--- config.mk ---
export PLATFORM = sky130hd
export DESIGN_NAME = seq_alu_flat
export DESIGN_NICKNAME = d
export VERILOG_FILES = /design/src/rtl/seq_alu_if.sv /design/src/rtl/seq_alu.sv /design/src/flat_wrapper.sv
export SDC_FILE = /design/constraint.sdc
export NUM_CORES = 1
export LEC_CHECK = 0
export ABC_AREA = 1
export CORE_MARGIN = 2
export CORE_UTILIZATION = 34
export CTS_BUF_LIST = sky130_fd_sc_hd__clkbuf_16
export DETAILED_ROUTE_END_ITERATION = 6
export PLACE_DENSITY = 0.55
export SLEW_MARGIN = 10
export SYNTH_ARGS = -nofsm -noshare
export SYNTH_HDL_FRONTEND = slang
export SYNTH_SLANG_ARGS = --single-unit
--- constraint.sdc ---
create_clock -name clk -period 3.35 [get_ports clk]
set_clock_uncertainty 0.05 [all_clocks]
set_input_delay 0.335 -clock clk [delete_from_list [all_inputs] [get_ports clk]]
set_output_delay 0.335 -clock clk [all_outputs]
set_load 0.02 [all_outputs]
--- src/rtl/seq_alu_if.sv ---
// -----------------------------------------------------------------------------
// seq_alu_if
// Handshake and data bundle between a requester (the CPU controller) and the
// iterative ALU.
//   start   requester -> ALU  request, sampled only while the ALU is idle
//   select  requester -> ALU  3-bit opcode, latched with start
//   data1   requester -> ALU  operand A / value to shift
//   data2   requester -> ALU  operand B / signed shift-rotate amount
//   busy    ALU -> requester  high while an operation is executing
//   done    ALU -> requester  one-cycle pulse, result/zero freshly written
//   result  ALU -> requester  registered result, held until the next done
//   zero    ALU -> requester  registered, result == 0
//   result_hi ALU -> requester upper product half (only with SEQ_ALU_MULT_HI_EN)
// Optional feature macro: SEQ_ALU_MULT_HI_EN
// -----------------------------------------------------------------------------
interface seq_alu_if #(
    parameter int WIDTH     = 8,
    parameter int SEL_WIDTH = 3
);
    logic                 start;
    logic [SEL_WIDTH-1:0] select;
    logic [WIDTH-1:0]     data1;
    logic [WIDTH-1:0]     data2;
    logic                 busy;
    logic                 done;
    logic [WIDTH-1:0]     result;
    logic                 zero;
`ifdef SEQ_ALU_MULT_HI_EN
    logic [WIDTH-1:0]     result_hi;
`endif

    modport master (
        output start, select, data1, data2,
`ifdef SEQ_ALU_MULT_HI_EN
        input  result_hi,
`endif
        input  busy, done, result, zero
    );

    modport slave (
        input  start, select, data1, data2,
`ifdef SEQ_ALU_MULT_HI_EN
        output result_hi,
`endif
        output busy, done, result, zero
    );
endinterface

--- src/rtl/seq_alu.sv ---
// -----------------------------------------------------------------------------
// seq_alu
// Multi-cycle ALU. Logic ops and add finish in one step; multiply runs
// shift-and-add one bit per step; shifts and rotates move one bit per step.
// Ports:
//   clk   rising-edge clock
//   rst   asynchronous, active-high reset
//   bus   seq_alu_if slave modport (start/select/data1/data2 in,
//         busy/done/result/zero[/result_hi] out)
// Parameters:
//   WIDTH      data width, power of two, >= 4
//   SEL_WIDTH  opcode width (3)
// Optional feature macro: SEQ_ALU_MULT_HI_EN -- when defined, the upper half
// of the 2*WIDTH multiply product is returned on bus.result_hi (0 for every
// other opcode). When undefined the upper half is simply discarded.
// -----------------------------------------------------------------------------
module seq_alu #(
    parameter int WIDTH     = 8,
    parameter int SEL_WIDTH = 3
) (
    input logic        clk,
    input logic        rst,
    seq_alu_if.slave   bus
);
    localparam int SW = $clog2(WIDTH);   // bits for an in-range amount
    localparam int CW = SW + 1;          // step counter must hold WIDTH itself

    localparam logic [WIDTH-1:0] W_VAL = WIDTH[WIDTH-1:0];
    localparam logic [CW-1:0]    W_CNT = WIDTH[CW-1:0];
    localparam logic [CW-1:0]    ONE_CNT = {{(CW-1){1'b0}}, 1'b1};

    localparam logic [SEL_WIDTH-1:0] OP_FWD  = SEL_WIDTH'(0);
    localparam logic [SEL_WIDTH-1:0] OP_ADD  = SEL_WIDTH'(1);
    localparam logic [SEL_WIDTH-1:0] OP_AND  = SEL_WIDTH'(2);
    localparam logic [SEL_WIDTH-1:0] OP_OR   = SEL_WIDTH'(3);
    localparam logic [SEL_WIDTH-1:0] OP_MULT = SEL_WIDTH'(4);
    localparam logic [SEL_WIDTH-1:0] OP_SHL  = SEL_WIDTH'(5);
    localparam logic [SEL_WIDTH-1:0] OP_SHA  = SEL_WIDTH'(6);
    localparam logic [SEL_WIDTH-1:0] OP_ROT  = SEL_WIDTH'(7);

    typedef enum logic {IDLE, EXEC} state_t;

    state_t                state_reg,  state_next;
    logic [SEL_WIDTH-1:0]  op_reg,     op_next;
    logic [WIDTH-1:0]      a_reg,      a_next;
    logic [WIDTH-1:0]      b_reg,      b_next;
    logic [CW-1:0]         cnt_reg,    cnt_next;
    logic                  right_reg,  right_next;   // shift/rotate toward LSB
    logic                  hold_reg,   hold_next;    // zero amount: pass data1
    logic [WIDTH-1:0]      work_reg,   work_next;    // shift/rotate datapath
    logic [2*WIDTH-1:0]    prod_reg,   prod_next;    // multiply accumulator
    logic [2*WIDTH-1:0]    mcand_reg,  mcand_next;   // multiplicand, moves left
    logic [WIDTH-1:0]      mplier_reg, mplier_next;  // multiplier, moves right
    logic                  done_reg,   done_next;
    logic [WIDTH-1:0]      result_reg, result_next;
    logic                  zero_reg,   zero_next;
`ifdef SEQ_ALU_MULT_HI_EN
    logic [WIDTH-1:0]      hi_reg,     hi_next;
`endif

    // Shift amount decode from the live data2 bus; only used on acceptance.
    // Negating the most negative value wraps to itself, which read unsigned is
    // exactly the required magnitude 2^(WIDTH-1).
    logic [WIDTH-1:0] mag;
    logic [SW-1:0]    rot_amt;
    logic [CW-1:0]    shift_steps;
    logic [CW-1:0]    rot_steps;

    always_comb begin
        mag = bus.data2[WIDTH-1] ? (~bus.data2 + {{(WIDTH-1){1'b0}}, 1'b1})
                                 : bus.data2;
        rot_amt = mag[SW-1:0];   // mod WIDTH, WIDTH being a power of two
        if (mag >= W_VAL) begin
            shift_steps = W_CNT;   // WIDTH single-bit moves flush every bit
        end else if (mag == '0) begin
            shift_steps = ONE_CNT;
        end else begin
            shift_steps = mag[CW-1:0];
        end
        rot_steps = (rot_amt == '0) ? ONE_CNT : {1'b0, rot_amt};
    end

    // One-bit step networks for the shift/rotate datapath.
    logic [WIDTH-1:0] shl_v;
    logic [WIDTH-1:0] shr_v;
    logic [WIDTH-1:0] rol_v;
    logic [WIDTH-1:0] ror_v;
    logic             right_fill;

    // Arithmetic right shift keeps the MSB, which stays the original sign bit
    // across repeated single-bit steps.
    assign right_fill = (op_reg == OP_SHA) ? work_reg[WIDTH-1] : 1'b0;

    genvar gi;
    generate
        for (gi = 0; gi < WIDTH; gi++) begin : g_step
            if (gi == 0) begin : g_lsb
                assign shl_v[gi] = 1'b0;
                assign rol_v[gi] = work_reg[WIDTH-1];
            end else begin : g_up
                assign shl_v[gi] = work_reg[gi-1];
                assign rol_v[gi] = work_reg[gi-1];
            end
            if (gi == WIDTH-1) begin : g_msb
                assign shr_v[gi] = right_fill;
                assign ror_v[gi] = work_reg[0];
            end else begin : g_dn
                assign shr_v[gi] = work_reg[gi+1];
                assign ror_v[gi] = work_reg[gi+1];
            end
        end
    endgenerate

    // State and datapath registers.
    always_ff @(posedge clk or posedge rst) begin
        if (rst) begin
            state_reg  <= IDLE;
            op_reg     <= '0;
            a_reg      <= '0;
            b_reg      <= '0;
            cnt_reg    <= '0;
            right_reg  <= 1'b0;
            hold_reg   <= 1'b0;
            work_reg   <= '0;
            prod_reg   <= '0;
            mcand_reg  <= '0;
            mplier_reg <= '0;
            done_reg   <= 1'b0;
            result_reg <= '0;
            zero_reg   <= 1'b1;
`ifdef SEQ_ALU_MULT_HI_EN
            hi_reg     <= '0;
`endif
        end else begin
            state_reg  <= state_next;
            op_reg     <= op_next;
            a_reg      <= a_next;
            b_reg      <= b_next;
            cnt_reg    <= cnt_next;
            right_reg  <= right_next;
            hold_reg   <= hold_next;
            work_reg   <= work_next;
            prod_reg   <= prod_next;
            mcand_reg  <= mcand_next;
            mplier_reg <= mplier_next;
            done_reg   <= done_next;
            result_reg <= result_next;
            zero_reg   <= zero_next;
`ifdef SEQ_ALU_MULT_HI_EN
            hi_reg     <= hi_next;
`endif
        end
    end

    // Next-state and datapath update.
    logic [WIDTH-1:0]   final_val;
    logic [WIDTH-1:0]   work_step;
    logic [2*WIDTH-1:0] prod_step;

    always_comb begin
        state_next  = state_reg;
        op_next     = op_reg;
        a_next      = a_reg;
        b_next      = b_reg;
        cnt_next    = cnt_reg;
        right_next  = right_reg;
        hold_next   = hold_reg;
        work_next   = work_reg;
        prod_next   = prod_reg;
        mcand_next  = mcand_reg;
        mplier_next = mplier_reg;
        done_next   = 1'b0;
        result_next = result_reg;
        zero_next   = zero_reg;
`ifdef SEQ_ALU_MULT_HI_EN
        hi_next     = hi_reg;
`endif
        final_val   = '0;
        work_step   = work_reg;
        prod_step   = prod_reg;

        case (state_reg)
            IDLE: begin
                // Also reached in the done cycle, so a waiting request is
                // taken with no idle bubble.
                if (bus.start) begin
                    state_next  = EXEC;
                    op_next     = bus.select;
                    a_next      = bus.data1;
                    b_next      = bus.data2;
                    right_next  = bus.data2[WIDTH-1];
                    work_next   = bus.data1;
                    prod_next   = '0;
                    mcand_next  = {{WIDTH{1'b0}}, bus.data1};
                    mplier_next = bus.data2;
                    hold_next   = 1'b0;
                    case (bus.select)
                        OP_MULT: cnt_next = W_CNT;
                        OP_SHL, OP_SHA: begin
                            cnt_next  = shift_steps;
                            hold_next = (mag == '0);
                        end
                        OP_ROT: begin
                            cnt_next  = rot_steps;
                            hold_next = (rot_amt == '0);
                        end
                        default: cnt_next = ONE_CNT;
                    endcase
                end
            end

            EXEC: begin
                cnt_next = cnt_reg - ONE_CNT;
                case (op_reg)
                    OP_FWD: final_val = b_reg;
                    OP_ADD: final_val = a_reg + b_reg;
                    OP_AND: final_val = a_reg & b_reg;
                    OP_OR:  final_val = a_reg | b_reg;
                    OP_MULT: begin
                        prod_step   = prod_reg + (mplier_reg[0] ? mcand_reg : '0);
                        prod_next   = prod_step;
                        mcand_next  = mcand_reg << 1;
                        mplier_next = mplier_reg >> 1;
                        final_val   = prod_step[WIDTH-1:0];
                    end
                    OP_SHL, OP_SHA: begin
                        if (!hold_reg) begin
                            work_step = right_reg ? shr_v : shl_v;
                        end
                        work_next = work_step;
                        final_val = work_step;
                    end
                    default: begin   // OP_ROT
                        if (!hold_reg) begin
                            work_step = right_reg ? ror_v : rol_v;
                        end
                        work_next = work_step;
                        final_val = work_step;
                    end
                endcase

                if (cnt_reg == ONE_CNT) begin
                    state_next  = IDLE;
                    done_next   = 1'b1;
                    result_next = final_val;
                    zero_next   = (final_val == '0);
`ifdef SEQ_ALU_MULT_HI_EN
                    hi_next     = (op_reg == OP_MULT) ? prod_step[2*WIDTH-1:WIDTH] : '0;
`endif
                end
            end

            default: state_next = IDLE;
        endcase
    end

    assign bus.busy   = (state_reg == EXEC);
    assign bus.done   = done_reg;
    assign bus.result = result_reg;
    assign bus.zero   = zero_reg;
`ifdef SEQ_ALU_MULT_HI_EN
    assign bus.result_hi = hi_reg;
`endif

endmodule

--- src/flat_wrapper.sv ---
// flat-port wrapper written by rule: the top's interface ports become plain ports
module seq_alu_flat 
#(
    parameter int WIDTH     = 8,
    parameter int SEL_WIDTH = 3
)
  (clk, rst, bus_start, bus_select, bus_data1, bus_data2, bus_busy, bus_done, bus_result, bus_zero);
  seq_alu_if #(.WIDTH(WIDTH), .SEL_WIDTH(SEL_WIDTH)) bus_i ();
  input logic clk;
  input logic rst;
  input wire logic [$bits(bus_i.start)-1:0] bus_start;
  input wire logic [$bits(bus_i.select)-1:0] bus_select;
  input wire logic [$bits(bus_i.data1)-1:0] bus_data1;
  input wire logic [$bits(bus_i.data2)-1:0] bus_data2;
  output wire logic [$bits(bus_i.busy)-1:0] bus_busy;
  output wire logic [$bits(bus_i.done)-1:0] bus_done;
  output wire logic [$bits(bus_i.result)-1:0] bus_result;
  output wire logic [$bits(bus_i.zero)-1:0] bus_zero;
  assign bus_i.start = bus_start;
  assign bus_i.select = bus_select;
  assign bus_i.data1 = bus_data1;
  assign bus_i.data2 = bus_data2;
  assign bus_busy = bus_i.busy;
  assign bus_done = bus_i.done;
  assign bus_result = bus_i.result;
  assign bus_zero = bus_i.zero;
  seq_alu #(.WIDTH(WIDTH), .SEL_WIDTH(SEL_WIDTH)) u_core (.clk(clk), .rst(rst), .bus(bus_i));
endmodule
-- After elaboration in Yosys (flattened, before gate mapping)
Index checks and enable logic that the tools add are counted.
Widths: inputs -> output; s select.
- input port bits: 22
- memory bits (read-only): 0
- word-level logic and storage cells: 81
- memory bits (writable): 0
- bits in registers: 84
- memories kept: 0
- latch bits: 0
- output and inout port bits: 11
- bitwise gates (word level): 4
- mux-type cells: 33
- reductions and logical operators: 11
- order comparisons: 1
- eq/ne operators: 14
- $mul: 0
- $add $sub $neg: 4
- div/mod/pow operators: 0
- shift operators: 0
- operators with widths (cell ; count):
    $mux 16 ; 5
    $mux 8 ; 9
    $pmux 16 s2 ; 2
    $pmux 8 s2 ; 3
    $pmux 8 s6 ; 1
    $eq 3x3->1 const B ; 7
    $add 16x16->16 ; 1
    $logic_not 8->1 ; 2
    $mux 4 ; 3
    $pmux 4 s3 ; 1
    $add 8x1->8 const B ; 1
    $add 8x8->8 ; 1
    $and 8x8->8 ; 1
    $ge 8x4->1 const B ; 1
    $not 8->8 ; 1
    $or 8x8->8 ; 1
    $pmux 4 s2 ; 1
    $reduce_and 2->1 ; 4
    $eq 3x2->1 const B ; 2
    $logic_not 3->1 ; 2
    $ne 2x2->1 const B ; 3
    $mux 1 ; 5
    $reduce_or 5->1 ; 1
    $eq 4x1->1 const B ; 1
    6 further kinds ; 8

-- Logic depth before layout (Yosys ltp)
Gate-level depths: netlist (run 1).
- depth in word-level cells: 9
- depth in mapped cells: 18
- gate-level depth less buffers: 17

-- Least setup slack after synthesis (run 1)
OpenSTA, ideal clock, no wires.
- kind: reg-to-reg
- start point: reg u_core.mplier_reg[0]
- end point: reg u_core.zero_reg (netlist: u_core.bus.zero)
- path buffers: 1
- arrival: 1.933 ns
- stages on the path, launching flop included: 19
- data required time: 3.240 ns
- setup time: 0.060 ns
- path slack: 1.306 ns
- clock period less this slack: 2.044 ns
- cell sequence: dfrtp_1 buf_2 nand2_1 inv_1 ha_1 fa_1 inv_1 nand2_1 nand2_1 nor2_1 nor2_1 nand3_1 nor2_1 nand2_1 nor2_1 nand2_1 nor2_1 nand2_1 nand2_1
- cells in the longest elaborated chain, start to end: 5
- ends and longest elaborated chain (item ; RTL line ; RTL):
    from (decl) ; seq_alu.sv:53 ; logic [WIDTH-1:0] mplier_reg, mplier_next;
    from (signal assigned) ; seq_alu.sv:145 ; mplier_reg <= mplier_next;
    $mux 16 ; seq_alu.sv:220 ; prod_step = prod_reg + (mplier_reg[0] ? mcand_reg : '0);
    $add 16x16->16 ; seq_alu.sv:220 ;
    $pmux 8 s6 ; seq_alu.sv:214 ; case (op_reg)
    $mux 8 ; seq_alu.sv:182 ; case (state_reg)
    $logic_not 8->1 ; seq_alu.sv:246 ; zero_next = (final_val == '0);
    to (signal assigned) ; seq_alu.sv:148 ; zero_reg <= zero_next;
    to (decl) ; seq_alu.sv:56 ; logic zero_reg, zero_next;
No other way between the ends. The select of a mux whose other input is x is not followed.
A chain may end at the register's enable or synchronous reset.

-- Worst setup path in the final report (run 1)
Same ends and word-level chain as after synthesis.

==> metrics, run 1 <==
status=completed; maximum vdd ir drop=0.000536 V; crit path time final=2.34 ns; vias in the first global route=4132; Fin. Hold Viols=0; max-cap violations=0; Hold WC Path Type=in2async; final setup margin=1.01 ns; WP data arrival=2.56 ns; cell total after placement=827; CTS tree=yes; worst skew pair latency=0.34 ns; Final Cell Area=5190 sq um; required time of the critical path=3.58 ns; Seq cells post-synth=67; Area Overhead vs Synth=17.5%; CTS Hold Buffers Added=0; Resized Gates After CTS=0; EDFF count, synth=0; fin cells=842; Core Util, Final=40.9%; num ports=33; height of the die=118 microns; remaining antenna violation count=0; area leader, netlist=dfrtp_1; Yosys top cell area share=37.4%; Final HPWL DP=9780 microns; Die ar.=13900 sq um; H-tree depth=3; clock sink total=67; chip width=118 microns; worst-path maximum fanout=10; postcts setup bufs=0; GR Layer Usage met3=4.75%; clock buffer count from CTS=9; Fin Hold WS=0.348 ns; Inserted Diodes=0; CTS Buffer Depth=2; power after layout=5.72 mW; pwr dens=1100 nW/um^2; crit share post-route=69.7%; clk root buf=clkbuf_16; gr usage total=19.5%; Reg2Reg Depth=17; R2R setup slack=1.01 ns; met1 Track Usage GR=25.2%; met2 global-route usage=30.3%; Lkg Pwr=2.62 nW; Synth cell types=31; Core Area=12700 sq um; Async S/R FF share, synth=100%; # setup viols final=0; reg2reg end=u_core.bus.zero; initial antenna violation count=0; Post-Route WL=12800 microns; Final Net Count=716; pre-CTS setup slack=1.05 ns; Gate Count Post-Synth=636; most frequent cell after synthesis=nand2_1; syn nets=686; DP Area=4910 sq um; actual transition at the worst max-transition pin=0.590 ns; IO buf count=32; sequential fraction of the synthesis area=38.0%; Post-synth top cells=nand2_1 (204), inv_1 (82), dfrtp_1 (66); first-pass GRT wire length=21100 microns; DRC Markers=0; main area contributors after synthesis=dfrtp_1 (37%), nand2_1 (17%), ha_1 (7.4%), inv_1 (7.0%), nand3_1 (6.3%); Setup TNS=0 ns; Detailed Routing Iterations Pass 1=5; mapped cell area=4410 sq um; largest net degree at the start of global routing=68; Via density=4.99; yosys warns=0; reg2reg start=u_core.mplier_reg[0]; syn avg cell area=6.94 sq um; Max Clk Rate=428 MHz; Max Slew Vio Count=0; gpl congestion=0.902; CP startpoint kind=register; RSZ-0062 raised after global routing=no; drt initial violations=353; Worst slew margin=60.6%; vias post-DR=4204; Initial Util=34.8%; crit end category=register; row count=41; CTS clk-pin slew, worst paths=0.06 ns; Main synth FF type=dfrtp_1; global route overflow=0; layout cells sized above 1=5.07%; DR WL/cell=15.2 microns; GRT busiest layer=met2; Crit Path Class=reg2reg
==> critical path, stage by stage, from the launching register on <==
cell	delay, ns
dfrtp_1	0.47
nand2_1	0.10
inv_1	0.04
ha_1	0.21
fa_1	0.42
inv_1	0.07
nand2_1	0.05
nand2_1	0.07
nor2_1	0.04
nor2_1	0.08
nand3_1	0.09
nor2_1	0.16
nand2_1	0.07
nor2_1	0.09
nand2_1	0.06
nor2_1	0.08
nand2_1	0.06
nand2_1	0.05
==> how the worst max path moves through the flow <==
stage               cells past startpoint                 start               to
global placement                       17  u_core.mplier_reg[0]  u_core.bus.zero
CTS                                    17  u_core.mplier_reg[0]  u_core.bus.zero
global route                           17  u_core.mplier_reg[0]  u_core.bus.zero
floorplan                               1                   rst  u_core.a_reg[0]
detailed placement                     17  u_core.mplier_reg[0]  u_core.bus.zero
finish                                 17  u_core.mplier_reg[0]  u_core.bus.zero
==> cell usage in the layout (no fill, tap or decap), drive strengths merged, types with 5 or more instances in the layout <==
| master | n |
|---|---|
| a21oi | 14 |
| a31oi | 19 |
| clkbuf | 9 |
| clkdlybuf4s50 | 32 |
| dfrtp | 66 |
| ha | 26 |
| inv | 90 |
| nand2 | 206 |
| nand3 | 56 |
| nand4 | 7 |
| nor2 | 66 |
| o211ai | 5 |
| o21ai | 47 |
==> metal layers <==
layer / share of wire (%) / routed length (microns) / up-vias
met3: 5.1 / 651 / 29
met5: 0 / 0 / -
met1: 46 / 5860 / 1952
met4: 4.0 / 515 / 0
met2: 45 / 5750 / 123
li1: - / - / 2100
==> power breakdown <==
part	switching, mW	internal (mW)
Combinational	2.12	1.13
Clock	0.339	0.560
Sequential	0.367	1.20
==> logic make-up after synthesis <==
family,Yosys count,synth area share [%]
adders and majority gates,28,8.28
muxes,1,0.227
buffers and inverters,106,9.50
and+or+nand+nor,344,32.5
xor gates and xnor gates,1,0.198
DFF,67,38.0
AOI/OAI and AO/OA,89,11.3
==> cell type report <==
type	instances	area [sq um]
Clock buffer	9	225
Tap cell	172	215
Inverter	89	334
Sequential cell	67	1680
Clock inverter	6	51.3
Fill cell	1356	7480
Timing Repair Buffer	36	363
Multi-Input combinational cell	463	2320
(Power assumes the default switching activity.)
==> run 2, diff against run 1 <==
clock period = 2.3 ns   (was 3.35 ns; I/O delays follow)
==> run 2 against run 1 <==
Core utilization increased by 0.42 points; register-to-register slack lost 0.87 ns; highest routed layer unchanged; first-iteration DRC count fell by 25%.
==> metrics, run 2 (same netlist as run 1, synthesis figures left out) <==
status=completed (unchanged); CTS tree=yes (unchanged); Seq pwr share=25.8% (was 27.4%); global route overflow=0 (unchanged); Clock power frac=14.4% (was 15.7%); remaining antenna violation count=0 (unchanged); layout cells sized above 1=6.92% (was 5.07%); largest net degree at the start of global routing=68 (unchanged); actual transition at the worst max-transition pin=0.592 ns (was 0.590 ns); Max Clk Rate=463 MHz (was 428 MHz); maximum vdd ir drop=0.000647 V (was 0.000536 V); chip width=118 microns (unchanged); clock buffer count from CTS=9 (unchanged); Cell Int Power=4.21 mW (was 2.89 mW); crit path cell chain=buf_4 -> nand2_1 -> inv_1 -> fa_2 -> inv_1 -> nand2_1 -> nand2_2 -> nor2_1 -> nor2_1 -> nand3_1 -> nor2_2 -> nand2_1 -> nor2_1 -> nand2_1 -> nor2_1 -> nand2_1 -> nand2_1 (was nand2_1 -> inv_1 -> ha_1 -> fa_1 -> inv_1 -> nand2_1 -> nand2_1 -> nor2_1 -> nor2_1 -> nand3_1 -> nor2_1 -> nand2_1 -> nor2_1 -> nand2_1 -> nor2_1 -> nand2_1 -> nand2_1); first-pass GRT wire length=21300 microns (was 21100 microns); CTS Buffer Depth=2 (unchanged); fin cells=851 (was 842); CP startpoint kind=register (unchanged); Initial Util=34.8% (unchanged); clock sink total=67 (unchanged); crit end category=register (unchanged); clk root buf=clkbuf_16 (unchanged); drt initial violations=265 (was 353); vias in the first global route=4133 (was 4132); DRC Markers=0 (unchanged); postcts setup bufs=0 (unchanged); most frequent cells in the layout=nand2_1 (203), inv_1 (83), dfrtp_1 (66), nor2_1 (60), nand3_1 (56) (was nand2_1 (204), inv_1 (84), dfrtp_1 (66), nor2_1 (61), nand3_1 (56)); delay of the slowest cell on the worst path=0.40 ns (was 0.47 ns); combinational power share=59.7% (was 56.9%); CP most frequent cell=nand2_1 (unchanged); crit path time final=2.16 ns (was 2.34 ns); Inserted Diodes=0 (unchanged); row count=41 (unchanged); IO buf count=32 (unchanged); WP buf/inv=3 (was 2); Crit Path Class=reg2reg (unchanged); GR Layer Usage met3=4.84% (was 4.75%); Final Cell Area=5240 sq um (was 5190 sq um); worst-path maximum fanout=8 (was 10); gpl congestion=0.917 (was 0.902); pwr dens=1600 nW/um^2 (was 1100 nW/um^2); initial antenna violation count=0 (unchanged); height of the die=118 microns (unchanged); RSZ-0062 raised after global routing=yes (was no); Core Area=12700 sq um (unchanged); DR WL/cell=15.3 microns (was 15.2 microns); Lkg Pwr=2.64 nW (was 2.62 nW); CTS clk-pin slew, worst paths=0.06 ns (about the same); Detailed Routing Iterations Pass 1=6 (was 5); Die ar.=13900 sq um (unchanged); power after layout=8.40 mW (was 5.72 mW); slowest CP cell=dfrtp_1 (unchanged); vias post-DR=4217 (was 4204); # setup viols final=0 (unchanged); Post-Route WL=13000 microns (was 12800 microns); Fin Hold WS=0.238 ns (was 0.348 ns); worst skew pair latency=0.34 ns (about the same); met2 global-route usage=32.6% (was 30.3%); cell total after placement=835 (was 827); most common cell after layout, fill and taps aside=nand2_1 (unchanged); Sw Ratio=49.8% (was 49.4%); Worst slew margin=60.5% (was 60.6%); max-cap violations=0 (unchanged); Fin. Hold Viols=0 (unchanged); switching power=4.19 mW (was 2.83 mW); Max Slew Vio Count=0 (unchanged); met1 Track Usage GR=25.0% (was 25.2%); required time of the critical path=2.53 ns (was 3.58 ns); GRT busiest layer=met2 (unchanged); Area Overhead vs Synth=18.7% (was 17.5%); gr usage total=19.5% (about the same); Crit path max-delay family=simple AND/OR/NAND/NOR gates (unchanged); DP Area=4970 sq um (was 4910 sq um); num ports=33 (unchanged); Via density=4.96 (was 4.99); Final HPWL DP=10000 microns (was 9780 microns); crit share post-route=93.8% (was 69.7%); Core Util, Final=41.4% (was 40.9%); Final Net Count=724 (was 716); WP data arrival=2.39 ns (was 2.56 ns); Hold WC Path Type=in2async (unchanged); H-tree depth=3 (unchanged)
run 2: per-stage QoR:
stage	TNS [ns]	setup WS (ns)
2_1_floorplan	0	0.256
3_3_place_gp	0	0.182
3_5_place_dp	0	0.0940
4_1_cts	0	0.0729
5_1_grt	-0.0464	-0.0464
6_report	0	0.142
run 2: path summary, 6_finish.rpt:
path,start,endpoint,slack [ns],depth (start not counted)
min in group clk,u_core.bus.zero,u_core.bus.zero,0.42,2
min reg2reg,u_core.bus.zero,u_core.bus.zero,0.42,2
max reg2reg,u_core.mplier_reg[0],u_core.bus.zero,0.14,17
max in group asynchronous,rst,u_core.bus.zero,1.64,3
min,rst,u_core.bus.done,0.24,3
max,u_core.mplier_reg[0],u_core.bus.zero,0.14,17
run 2: what timing repair did:
action | CTS | global route
gates resized for setup | 0 | 6
hold buffers | 0 | 0
setup endpoints to repair | 0 | 2
run 2: layout make-up:
cell class | count | area (sq um)
Fill cell | 1376 | 7430
Timing Repair Buffer | 44 | 423
Clock inverter | 7 | 28.8
Inverter | 89 | 334
Multi-Input combinational cell | 463 | 2340
Clock buffer | 9 | 225
Sequential cell | 67 | 1680
Tap cell | 172 | 215
run 2: power groups by stage:
stage / Sequential (mW) / Clock, mW / Combinational [mW]
after floorplan: 2.16 / 0 / 3.49
after global placement: 2.17 / 0 / 4.88
after detailed placement: 2.19 / 0 / 4.94
after CTS: 2.17 / 1.25 / 4.97
after global routing: 2.25 / 1.29 / 5.71
final: 2.17 / 1.21 / 5.02
run 2: worst reg2reg max path, delay by kind of cell (launching register included):
| family | cells | cell delay [ns] |
|---|---|---|
| flops | 1 | 0.40 |
| simple gates | 13 | 0.96 |
| fa+ha+maj | 1 | 0.38 |
| buf+inv | 3 | 0.30 |
run 2: metal layers:
layer,share of wire (%),vias up
met2,47,107
met5,0,-
met1,46,1980
met3,5.0,17
li1,-,2113
met4,1.9,0
==> run 3, diff against run 2 <==
PLACE_DENSITY = 0.6   (was 0.55)
==> run 3 against run 2 <==
Combinational power down 1%; non-clock buffer count up 5; clock power rose by 16%; critical path depth did not move; register-to-register slack barely moved; global-route usage is 0.41 points lower; critical endpoint unchanged; worst hold slack got worse by 0.079 ns; highest routed layer unchanged; flip-flop and latch count did not move; core utilization increased by 0.82 points; die area is the same; final area rose by 2.0%.
==> metrics, run 3 (same netlist as run 1, synthesis figures left out) <==
status=completed (unchanged); Hold WC Path Type=in2async (unchanged); CTS Hold Buffers Added=0 (unchanged); Worst slew margin=68.8% (was 60.5%); power after layout=8.57 mW (was 8.40 mW); # setup viols final=0 (unchanged); Area Overhead vs Synth=21.1% (was 18.7%); clock buffer count from CTS=9 (unchanged); drt initial violations=232 (was 265); Lkg Pwr=2.67 nW (was 2.64 nW); Setup TNS=0 ns (unchanged); most frequent cells in the layout=nand2_1 (202), inv_1 (79), dfrtp_1 (66), nor2_1 (58), nand3_1 (55) (was nand2_1 (203), inv_1 (83), dfrtp_1 (66), nor2_1 (60), nand3_1 (56)); Final HPWL DP=10000 microns (about the same); Die ar.=13900 sq um (unchanged); worst skew pair latency=0.35 ns (was 0.34 ns); Crit Path Class=reg2reg (unchanged); remaining antenna violation count=0 (unchanged); delay of the slowest cell on the worst path=0.39 ns (was 0.40 ns); global route overflow=0 (unchanged); actual transition at the worst max-transition pin=0.467 ns (was 0.592 ns); CTS Buffer Depth=2 (unchanged); num ports=33 (unchanged); gpl congestion=0.885 (was 0.917); CP Launch Point=u_core.mcand_reg[0] (was u_core.mplier_reg[0]); Max Slew Vio Count=0 (unchanged); pre-CTS setup slack=0.118 ns (was 0.0940 ns); height of the die=118 microns (unchanged); worst-path maximum fanout=3 (was 8); slowest CP cell=dfrtp_1 (unchanged); H-tree depth=3 (unchanged); Final Cell Area=5340 sq um (was 5240 sq um); CTS clk-pin slew, worst paths=0.06 ns (about the same); CP startpoint kind=register (unchanged); Detailed Routing Iterations Pass 1=5 (was 6); maximum vdd ir drop=0.000462 V (was 0.000647 V); WP data arrival=2.39 ns (about the same); clock sink total=67 (unchanged); first-pass GRT wire length=20600 microns (was 21300 microns); DR WL/cell=14.7 microns (was 15.3 microns); initial antenna violation count=0 (unchanged); most common cell after layout, fill and taps aside=nand2_1 (unchanged); DP Area=4980 sq um (was 4970 sq um); Fin Hold WS=0.159 ns (was 0.238 ns); Final Net Count=729 (was 724); crit path cell chain=nand2_1 -> inv_2 -> ha_4 -> fa_2 -> inv_2 -> nand2_2 -> nand2_2 -> nor2_2 -> nor2_1 -> nand3_1 -> nor2_2 -> nand2_1 -> nor2_1 -> nand2_1 -> nor2_1 -> nand2_1 -> nand2_1 (was buf_4 -> nand2_1 -> inv_1 -> fa_2 -> inv_1 -> nand2_1 -> nand2_2 -> nor2_1 -> nor2_1 -> nand3_1 -> nor2_2 -> nand2_1 -> nor2_1 -> nand2_1 -> nor2_1 -> nand2_1 -> nand2_1); crit end category=register (unchanged); required time of the critical path=2.55 ns (was 2.53 ns); CP most frequent cell=nand2_1 (unchanged); IO buf count=32 (unchanged); vias in the first global route=4015 (was 4133); reg2reg start=u_core.mcand_reg[0] (was u_core.mplier_reg[0]); CTS tree=yes (unchanged); crit share post-route=93.2% (was 93.8%); crit path time final=2.14 ns (was 2.16 ns); largest net degree at the start of global routing=42 (was 68); chip width=118 microns (unchanged); Initial Util=34.8% (unchanged); vias post-DR=4218 (was 4217); Post-Route WL=12600 microns (was 13000 microns); crit path capture=u_core.bus.zero (unchanged); Inserted Diodes=0 (unchanged); RSZ-0062 raised after global routing=yes (unchanged); gr usage total=19.1% (was 19.5%); DRC Markers=0 (unchanged); Via density=4.93 (was 4.96); Reg2Reg Depth=17 (unchanged); layout cells sized above 1=9.06% (was 6.92%); Core Area=12700 sq um (unchanged); final setup margin=0.157 ns (was 0.142 ns); clk root buf=clkbuf_16 (unchanged); Max Clk Rate=467 MHz (was 463 MHz); row count=41 (unchanged); Fin. Hold Viols=0 (unchanged); reg2reg end=u_core.bus.zero (unchanged); max-cap violations=0 (unchanged); pwr dens=1600 nW/um^2 (about the same); R2R setup slack=0.16 ns (was 0.14 ns)
-- run 3: how the worst min path moves through the flow --
stage / from / endpoint
6_report: rst / u_core.bus.result[2]
4_1_cts: rst / u_core.bus.result[0]
3_3_place_gp: u_core.bus.result[6] / u_core.bus.result[6]
2_1_floorplan: bus_data1[1] / u_core.a_reg[1]
5_1_grt: rst / u_core.bus.result[0]
3_5_place_dp: u_core.bus.result[7] / u_core.bus.result[7]
-- run 3: repair_timing --
item | CTS | global route
gates resized for setup | 0 | 12
setup buffers | 0 | 4
setup endpoints to repair | 0 | 2
-- run 3: cell type report --
class                   instances  area [sq um]
fillers                      1321          7330
multi-input cells             463          2350
inverters                      89           334
repair buffers                 49           460
flip-flops and latches         67          1680
clock inverters                 7          76.3
well taps                     172           215
clock buffers                   9           225
-- run 3: metal layers --
layer	share of wire [%]	routed length, microns	track usage, %
met1	46	5850	25.4
met5	0	0	0
met4	3.0	380	8.89
met3	4.6	578	3.34
met2	46	5800	30.3
-- run 3: critical path, delay by kind of cell, from the launching register on --
kind | cells | cell delay [ns]
AND/OR/NAND/NOR | 13 | 1.01
adder cells (fa/ha/maj) | 2 | 0.54
buffers and inverters | 2 | 0.11
flip-flops | 1 | 0.39
-- run 3: stage by stage --
| step | std cells | util [%] |
|---|---|---|
| 2_1_floorplan | 636 | - |
| 5_1_grt | 856 | 42.2 |
| 6_report | 856 | 42.2 |
| 3_5_place_dp | 836 | 39.3 |
| 4_1_cts | 852 | 41.7 |
| 3_3_place_gp | 836 | 39.3 |
-- run 3: power by group --
| group | internal [mW] | switching, mW | total [mW] | leakage, nW |
|---|---|---|---|---|
| combinational | 1.84 | 3.12 | 4.96 | 1.74 |
| clock | 0.845 | 0.557 | 1.40 | 0.142 |
| sequential | 1.75 | 0.457 | 2.20 | 0.795 |
| total | 4.43 | 4.14 | 8.57 | 2.67 |
